--- config.mk ---
export PLATFORM = sky130hd
export DESIGN_NAME = ising_run_controller
export DESIGN_NICKNAME = d
export VERILOG_FILES = /design/src/rtl/ising_pkg.sv /design/src/rtl/ising_run_controller_phase_sync.sv /design/src/rtl/ising_run_controller.sv
export SDC_FILE = /design/constraint.sdc
export NUM_CORES = 1
export LEC_CHECK = 0
export CAP_MARGIN = 30
export CORE_ASPECT_RATIO = 0.9
export CORE_MARGIN = 8
export CORE_UTILIZATION = 35
export DETAILED_ROUTE_END_ITERATION = 7
export MAX_ROUTING_LAYER = met4
export PLACE_DENSITY = 0.68
export SYNTH_ARGS = -nofsm -noshare
export SYNTH_HDL_FRONTEND = slang
export SYNTH_SLANG_ARGS = --single-unit
export TNS_END_PERCENT = 50
--- constraint.sdc ---
create_clock -name clk -period 2 [get_ports clk]
set_clock_uncertainty 0.1 [all_clocks]
set_input_delay 0.5 -clock clk [delete_from_list [all_inputs] [get_ports clk]]
set_output_delay 0.5 -clock clk [all_outputs]
set_load 0.02 [all_outputs]
--- src/rtl/ising_pkg.sv ---
// Shared definitions for the Ising run controller: weight encoding, FSM states, legality check.
package ising_pkg;

    localparam int WEIGHT_W = 3;

    localparam logic [WEIGHT_W-1:0] W_NEG2 = 3'b000;
    localparam logic [WEIGHT_W-1:0] W_NEG1 = 3'b001;
    localparam logic [WEIGHT_W-1:0] W_ZERO = 3'b010;
    localparam logic [WEIGHT_W-1:0] W_POS1 = 3'b011;
    localparam logic [WEIGHT_W-1:0] W_POS2 = 3'b100;

    typedef enum logic [1:0] {
        IDLE   = 2'd0,
        RUN    = 2'd1,
        SAMPLE = 2'd2
    } run_state_e;

    // Codes 101..111 have no meaning to the oscillator coupling network.
    function automatic logic weight_legal(input logic [WEIGHT_W-1:0] code);
        return code <= W_POS2;
    endfunction

endpackage

--- src/rtl/ising_run_controller_phase_sync.sv ---
// Free-running two-flop synchronizer for the asynchronous oscillator phase outputs.
module phase_sync #(
    parameter int WIDTH = 4
) (
    input  logic             clk,
    input  logic             rst,
    input  logic [WIDTH-1:0] d,
    output logic [WIDTH-1:0] q
);

    logic [WIDTH-1:0] meta;

    always_ff @(posedge clk) begin
        if (rst) begin
            meta <= '0;
            q    <= '0;
        end else begin
            meta <= d;
            q    <= meta;
        end
    end

endmodule

--- src/rtl/ising_run_controller.sv ---
// Loads the coupling matrix, releases the oscillator array for a set number of cycles,
// then majority-votes three synchronized samples into a spin vector relative to oscillator 0.
module ising_run_controller
    import ising_pkg::*;
#(
    parameter int N     = 4,
    parameter int RUN_W = 16
) (
    input  logic                        clk,
    input  logic                        rst,
    // Weight port: a write transfers on every cycle where wt_valid && wt_ready;
    // wt_ready is high exactly when no solve is in progress and rst is low.
    input  logic                        wt_valid,
    output logic                        wt_ready,
    input  logic [$clog2(N*N)-1:0]      wt_addr,
    input  logic [WEIGHT_W-1:0]         wt_data,
    input  logic                        start,
    input  logic                        abort,
    input  logic [RUN_W-1:0]            run_cycles,
    output logic [N*N*WEIGHT_W-1:0]     weights,
    output logic                        osc_en,
    input  logic [N-1:0]                osc_phase,
    output logic                        busy,
    output logic [N-1:0]                result,
    output logic                        result_valid,
    output logic                        err
);

    localparam int unsigned ENTRIES = N * N;

    run_state_e                              state;
    logic [RUN_W-1:0]                        count;
    logic [1:0]                              samp_idx;
    logic [N-1:0]                            samp0;
    logic [N-1:0]                            samp1;
    logic [N-1:0]                            sync_q;
    logic [N-1:0]                            vote;
    logic [ENTRIES-1:0][WEIGHT_W-1:0]        wt_mem;
    logic [31:0]                             addr_i;
    logic                                    wr_fire;
    logic                                    wr_ok;

    phase_sync #(.WIDTH(N)) u_sync (
        .clk (clk),
        .rst (rst),
        .d   (osc_phase),
        .q   (sync_q)
    );

    assign weights  = wt_mem;
    assign wt_ready = !busy && !rst;

    // Diagonal entries i*N+i are exactly the multiples of N+1 below N*N.
    always_comb begin
        addr_i  = 32'(wt_addr);
        wr_fire = wt_valid && wt_ready;
        wr_ok   = weight_legal(wt_data)
                  && (addr_i < ENTRIES)
                  && ((addr_i % 32'(N + 1)) != 32'd0);
        vote    = (samp0 & samp1) | (samp0 & sync_q) | (samp1 & sync_q);
    end

    always_ff @(posedge clk) begin
        result_valid <= 1'b0;
        if (rst) begin
            state    <= IDLE;
            count    <= '0;
            samp_idx <= '0;
            samp0    <= '0;
            samp1    <= '0;
            osc_en   <= 1'b0;
            busy     <= 1'b0;
            result   <= '0;
            err      <= 1'b0;
            for (int k = 0; k < int'(ENTRIES); k++) begin
                wt_mem[k] <= W_ZERO;
            end
        end else begin
            if (wr_fire) begin
                if (wr_ok) begin
                    wt_mem[wt_addr] <= wt_data;
                end else begin
                    err <= 1'b1;
                end
            end
            case (state)
                IDLE: begin
                    if (start) begin
                        state    <= RUN;
                        count    <= (run_cycles == '0) ? RUN_W'(1) : run_cycles;
                        samp_idx <= '0;
                        osc_en   <= 1'b1;
                        busy     <= 1'b1;
                    end
                end
                RUN: begin
                    if (abort) begin
                        state  <= IDLE;
                        osc_en <= 1'b0;
                        busy   <= 1'b0;
                    end else if (count == RUN_W'(1)) begin
                        state    <= SAMPLE;
                        samp_idx <= '0;
                    end else begin
                        count <= count - RUN_W'(1);
                    end
                end
                SAMPLE: begin
                    if (abort) begin
                        state  <= IDLE;
                        osc_en <= 1'b0;
                        busy   <= 1'b0;
                    end else begin
                        case (samp_idx)
                            2'd0: begin
                                samp0    <= sync_q;
                                samp_idx <= 2'd1;
                            end
                            2'd1: begin
                                samp1    <= sync_q;
                                samp_idx <= 2'd2;
                            end
                            default: begin
                                // Third sample is voted straight from the synchronizer output.
                                result       <= vote ^ {N{vote[0]}};
                                result_valid <= 1'b1;
                                state        <= IDLE;
                                osc_en       <= 1'b0;
                                busy         <= 1'b0;
                            end
                        endcase
                    end
                end
                default: begin
                    state  <= IDLE;
                    osc_en <= 1'b0;
                    busy   <= 1'b0;
                end
            endcase
        end
    end

endmodule

==> results of run 1 <==
-- critical path, cell delays in order, from the launching register on --
cell and delay [ps]:
dfxtp_1 310, or4_4 570, nor4_4 340, buf_4 190, o31ai_4 90, buf_4 150
a32o_1 200
-- placed cells by master (no fill, tap or decap), drive strengths merged, types with 13 or more instances in the layout --
cell | synthesis | routed
dfxtp | 90 | 90
buf | 7 | 77
clkdlybuf4s50 | 0 | 75
nor2 | 47 | 47
mux2i | 46 | 46
nand2 | 44 | 44
a21oi | 30 | 30
o21ai | 19 | 19
nor3 | 18 | 18
nor2b | 13 | 13
-- stage by stage --
step	worst slack [ps]	TNS [ps]	cells	total power (uW)	instance area [um^2]
after floorplan	-35.19	-160.6	451	2280	4003
after global placement	-526.2	-24350	725	2602	5435
after detailed placement	-613.3	-27350	725	2611	5435
after CTS	-83.74	-589.4	749	4453	6010
after global routing	-121.3	-1453	749	4626	6056
final	-70.98	-400.1	749	4436	6056
-- area by class of cell --
type | count | area [um^2] | area share
sequential | 90 | 1808 | 0.2986
tap | 156 | 195.2 | 0.03223
inverter | 8 | 30.03 | 0.004959
multi-input combinational | 316 | 2201 | 0.3634
clock inverter | 6 | 71.32 | 0.01178
timing repair buffer | 163 | 1511 | 0.2496
clock buffer | 10 | 239.0 | 0.03946
-- cells in the mapped netlist, types with 8 or more instances --
cell type / number
o21ai_1: 8
nand3_1: 10
nor4_1: 8
a21oi_1: 30
clkbuf_1: 30
nor2b_1: 13
nand2_1: 44
o21ai_0: 11
inv_1: 8
dfxtp_1: 90
nor2_1: 47
mux2i_1: 46
nor3_1: 17
-- final timing paths --
path,from,to,slack (ps),depth (start not counted)
max reg2reg,count[12],count[7],-70,6
min reg2reg,weights[1],weights[1],340,1
min,weights[1],weights[1],340,1
max,count[12],count[7],-70,6
-- per-layer routing --
layer	global-route usage	vias up	share of wire
li1	-	1854	-
met1	0.2068	1780	0.47
met2	0.2725	76	0.47
met3	0.03714	13	0.039
met4	0.05617	0	0.015
met5	-	-	0
-- kinds of logic (layout without fill, tap and decap cells) --
group / count (synthesis) / after routing / share of synthesized area
xor gates and xnor gates: 4 / 4 / 0.008793
muxes: 46 / 46 / 0.1156
buffers and inverters: 45 / 187 / 0.04868
and+or+nand+nor: 179 / 179 / 0.2308
adders and majority gates: 9 / 9 / 0.02575
AOI/OAI and AO/OA: 77 / 77 / 0.1172
other: 1 / 1 / 0.0009413
DFF: 90 / 90 / 0.4523
-- report_power, final --
part | internal [uW] | total (uW) | switching (uW)
sequential | 1840 | 1870 | 26.5
clock | 1020 | 1760 | 742
combinational | 383 | 810 | 426
total | 3240 | 4440 | 1190
-- registers in the layout, summed over array words and instances, names as in the netlist --
signal        cells
busy              1
weights          48
samp0             4
samp_idx          2
samp1             4
result            3
state             2
count            16
err               1
u_sync.meta       4
result_valid      1
u_sync.q          4
-- what timing repair did --
| item | in CTS | in global routing |
|---|---|---|
| endpoints found under the hold margin | 0 | 0 |
| resized for setup | 48 | 16 |
| pin swaps | 23 | 12 |
| endpoints found under the setup margin | 61 | 61 |
| gates cloned | 1 | 0 |
| buffers inserted | 8 | 0 |
==> flow_metrics.py, run 1 <==
metrics = {
    "outcome": {
        "status": "finished, violations left",
        "violations": "setup timing",
    },
    "timing": {
        "finalCritPeriodShare": 1.035,
        "hold_viol": 0,
        "fin_crit_ps": 2071,
        "hold-worst-slack_ps": 342.0,
        "rsz0062_at_grt": "true",
        "finalMaxSlewViolations": 0,
        "setup_viol": 13,
        "fmax_mhz": 482.9,
        "layout_setup_ws_ps": -70.98,
    },
    "clocking": {
        "clkSinkCount": 90,
        "clock_latency_ps": 340,
        "path_clk_slew_ps": 70,
        "clockRootBuffer": "clkbuf_16",
        "cts_buffer_depth": 2,
        "cts_tree": "yes",
        "cts_hold_buf": 0,
        "cts_made_buffers": 9,
        "h-tree-depth": 3,
    },
    "placement": {
        "routabilityCongestion": 0.8765,
        "dp_hpwl_um": 8508,
        "port-buffer-count": 87,
    },
    "detailed_routing": {
        "wl_um": 12060,
        "postRouteAntennaNets": 0,
        "drtIter0Drc": 209,
        "avgViaCountPerCell": 4.971,
        "wl_per_cell_um": 16.10,
        "drc_errors": 0,
        "vias": 3723,
        "dr.pass1.iters": 5,
    },
    "pwr": {
        "ir_worst_vdd_mv": 0.5897,
        "power.leakage_uw": 0.002516,
        "p_per_area_nw_per_um2": 732.5,
    },
    "critical_path": {
        "crit_required_ps": 2130,
        "arrival_ps": 2200,
        "worst-path-max-fanout": 8,
        "crit_type": "register to register",
        "crit_path_end_kind": "register",
        "worst_setup_path_start_kind": "register",
    },
    "yosys": {
        "synth_area_leaders": "dfxtp_1 45%, mux2i_1 12%, nor2_1 4.4%",
        "mappedNetlistNets": 488,
        "yosysTopAreaCell": "dfxtp_1",
        "netlist_instances": 451,
        "syn_avg_cell_area_um2": 8.833,
        "synth_top_area_share": 0.4523,
        "ys_ff_latch": 90,
        "synth_area_um2": 3984,
        "synth-edff-count": 0,
        "yosysWarnings": 0,
        "ys_types": 52,
        "synthArstFlopShare": 0,
        "seq_area_frac_synth": 0.4523,
        "synth_flop_cell": "dfxtp_1",
    },
    "finish": {
        "area_growth_pct": 52.01,
        "nFillCells": 1035,
        "diodes": 0,
        "fin_nets": 625,
        "postLayoutCoreUtil": 0.5383,
        "final_layout_size_suffix_gt1_frac": 0.2462,
    },
    "global_route": {
        "grt_max_degree": 75,
        "grt-ovfl-total": 0,
        "grt_pass1_vias": 3836,
        "track_usage": 0.1691,
        "antenna_found_initial": 0,
        "grt_pass1_wl_um": 19730,
    },
    "floorplanning": {
        "dieHeight_um": 117.2,
        "design.core.area_um2": 11250,
        "die_w_um": 128.5,
        "rows": 37,
        "dieArea_um2": 15060,
        "ioPinCount": 89,
        "start_util": 0.3541,
    },
    "worst_hold_path": {
        "min_path_type": "register to register",
    },
    "flow_run": {
        "cap_violations": 0,
    },
}
Power figures use the tool's default switching activity.
==> run 2, diff against run 1 <==
--- a/config.mk
+++ b/config.mk
@@ -7,12 +7,12 @@
 export LEC_CHECK = 0
 export CAP_MARGIN = 30
 export CORE_ASPECT_RATIO = 0.9
-export CORE_MARGIN = 8
-export CORE_UTILIZATION = 35
+export CORE_UTILIZATION = 46
 export DETAILED_ROUTE_END_ITERATION = 7
 export MAX_ROUTING_LAYER = met4
-export PLACE_DENSITY = 0.68
+export PLACE_DENSITY = 0.83
 export SYNTH_ARGS = -nofsm -noshare
 export SYNTH_HDL_FRONTEND = slang
+export SYNTH_HIERARCHICAL = 1
 export SYNTH_SLANG_ARGS = --single-unit
 export TNS_END_PERCENT = 50
==> flow_metrics.py, run 2 <==
metrics = {
    "outcome": {
        "status": "finished, final reports clean",
    },
    "yosys": {
        "mappedNetlistNets": 491,
        "synth_area_um2": 4091,
        "syn_avg_cell_area_um2": 9.012,
        "yosysTopAreaCell": "dfxtp_1",
        "post-synth-top-count-cell": "dfxtp_1",
        "yosysWarnings": 6,
        "seq_area_frac_synth": 0.4404,
        "synthArstFlopShare": 0,
        "netlist_instances": 454,
        "synth_flop_cell": "dfxtp_1",
        "synth-edff-count": 0,
        "synth_top_area_share": 0.4404,
        "synth_area_leaders": "dfxtp_1 44%, mux2i_1 8.6%, nor2_1 5.6%",
        "ys_ff_latch": 90,
        "ys_types": 57,
        "synthTopCellsByCount": "90 x dfxtp_1, 61 x nor2_1, 35 x mux2i_1",
    },
    "detailed_routing": {
        "postRouteAntennaNets": 0,
        "avgViaCountPerCell": 5.263,
        "wl_um": 10180,
        "wl_per_cell_um": 14.46,
        "drc_errors": 0,
        "vias": 3705,
        "dr.pass1.iters": 6,
        "drtIter0Drc": 143,
    },
    "global_route": {
        "grt-ovfl-total": 0,
        "track_usage": 0.2358,
        "grt_pass1_vias": 3536,
        "antenna_found_initial": 1,
        "grt_max_degree": 68,
        "grt_pass1_wl_um": 16700,
    },
    "floorplanning": {
        "rows": 32,
        "ioPinCount": 89,
        "die_w_um": 101.4,
        "start_util": 0.4753,
        "dieHeight_um": 91.47,
        "dieArea_um2": 9276,
        "design.core.area_um2": 8608,
    },
    "timing": {
        "rsz0062_at_grt": "true",
        "finalMaxSlewViolations": 0,
        "tightest_slew_ps": 658.9,
        "finalCritPeriodShare": 0.9989,
        "hold-worst-slack_ps": 345.4,
        "layout_setup_ws_ps": 2.259,
        "fin_crit_ps": 1998,
        "hold_viol": 0,
        "fmax_mhz": 500.6,
        "setup_viol": 0,
        "maxSlewHeadroom": 0.5608,
    },
    "clocking": {
        "clockRootBuffer": "clkbuf_8",
        "cts_buffer_depth": 2,
        "clkSinkCount": 90,
        "cts_hold_buf": 0,
        "clock_latency_ps": 360,
        "cts_made_buffers": 9,
        "path_clk_slew_ps": 90,
        "h-tree-depth": 3,
        "cts_tree": "yes",
    },
    "finish": {
        "fin_area_um2": 5759,
        "final_common_cell": "dfxtp_1",
        "final_layout_size_suffix_gt1_frac": 0.1952,
        "final_cells": 704,
        "area_growth_pct": 40.76,
        "fin_nets": 617,
        "layout_common_cells": "88 x dfxtp_1, 78 x clkdlybuf4s50_1, 61 x nor2_1, 50 x buf_4, 35 x mux2i_1",
        "nFillCells": 674,
        "postLayoutCoreUtil": 0.6690,
        "largest_register_ffs": 48,
    },
    "pwr": {
        "internal-power_uw": 2919,
        "power.switching_uw": 1053,
        "ir_worst_vdd_mv": 0.6403,
        "power.leakage_uw": 0.002283,
        "p_clk_frac": 0.343,
        "pwr-share-seq": 0.474,
        "combPwrFrac": 0.183,
        "p_per_area_nw_per_um2": 689.6,
        "switching_share": 0.2651,
    },
    "critical_path": {
        "crit_path_end_kind": "register",
        "worst_setup_path_start_kind": "input pin",
        "arrival_ps": 2190,
        "worstReg2RegStart": "count[0]",
        "r2r_slack_ps": 80,
        "worst-path-max-fanout": 7,
        "crit_required_ps": 2190,
        "r2r_end": "count[13]",
        "r2r_cells": 5,
        "crit_type": "input pin to register",
    },
    "flow_run": {
        "cap_violations": 0,
    },
    "worst_hold_path": {
        "min_path_type": "register to register",
        "min_path_cells": 1,
        "worstHoldEndpoint": "u_sync/q[0]",
        "worstHoldStart": "u_sync/meta[0]",
    },
    "placement": {
        "placed_area_um2": 5361,
        "place_inst": 682,
        "place_ws_ps": -816.1,
        "port-buffer-count": 87,
        "dp_hpwl_um": 7364,
        "routabilityCongestion": 0.9364,
    },
}
-- run 2: cell types whose count changed in the layout (fill, tap and decap cells not counted), moves of 7 or more --
cell	previous run	this run
clkbuf_8	1	10
nor2_1	45	61
nand2_1	39	32
buf_4	69	50
clkbuf_16	9	0
mux2i_1	45	35
-- run 2: critical path, cell delays in order --
cell             delay, ps
clkdlybuf4s50_1        490
or3b_4                 430
nand4_1                120
o21ai_2                 90
buf_4                  170
or2_2                  290
a21oi_1                110
-- run 2: per-layer routing --
layer  global-route usage  share of wire
met5                    -              0
met4              0.08816          0.018
met3              0.04619          0.050
met2               0.3804           0.48
met1               0.2904           0.45
-- run 2: worst max path at each step --
stage,to,slack [ps],startpoint,cells past startpoint
floorplan,weights[30],-260,wt_addr[1],8
global placement,weights[32],-760,wt_addr[1],8
detailed placement,weights[25],-820,wt_addr[2],11
CTS,weights[45],5,wt_data[1],7
global route,weights[26],-60,wt_addr[3],7
finish,count[2],2,start,7
-- run 2: cells by family (layout without fill, tap and decap cells) --
logic type / after synthesis / in the layout / share of synthesized area
and+or+nand+nor: 185 / 185 / 0.2275
AOI/OAI and AO/OA: 93 / 93 / 0.1679
DFF: 90 / 90 / 0.4404
buffers and inverters: 37 / 167 / 0.04342
muxes: 36 / 36 / 0.08838
adders and majority gates: 9 / 9 / 0.02508
xor gates and xnor gates: 3 / 3 / 0.006423
other: 1 / 2 / 0.0009166
-- run 2: power groups by stage --
stage	combinational, uW	clock, uW	sequential [uW]
floorplan	378	0	1920
global route	792	1470	1890
CTS	683	1390	1880
finish	727	1360	1880
detailed placement	659	0	1920
global placement	640	0	1920
-- run 2: layout make-up --
class | instances | area [um^2] | share of cell area
multi-input combinational | 327 | 2237 | 0.3884
sequential | 90 | 1804 | 0.3133
timing repair buffer | 142 | 1304 | 0.2264
tap | 119 | 148.9 | 0.02585
clock buffer | 11 | 141.4 | 0.02455
clock inverter | 4 | 76.32 | 0.01325
inverter | 10 | 45.04 | 0.007821
antenna | 1 | 2.502 | 0.0004345
-- run 2: through the flow --
step | total power, uW | setup TNS [ps]
3_3_place_gp | 2557 | -27730
6_report | 3972 | 0
3_5_place_dp | 2578 | -30780
2_1_floorplan | 2298 | -3047
4_1_cts | 3955 | 0
5_1_grt | 4149 | -490.9
-- run 2: repair_timing --
| item | in CTS | in global routing |
|---|---|---|
| pin swaps | 7 | 18 |
| buffers inserted | 4 | 2 |
| gates resized for setup | 36 | 25 |
| setup endpoints to repair | 50 | 41 |
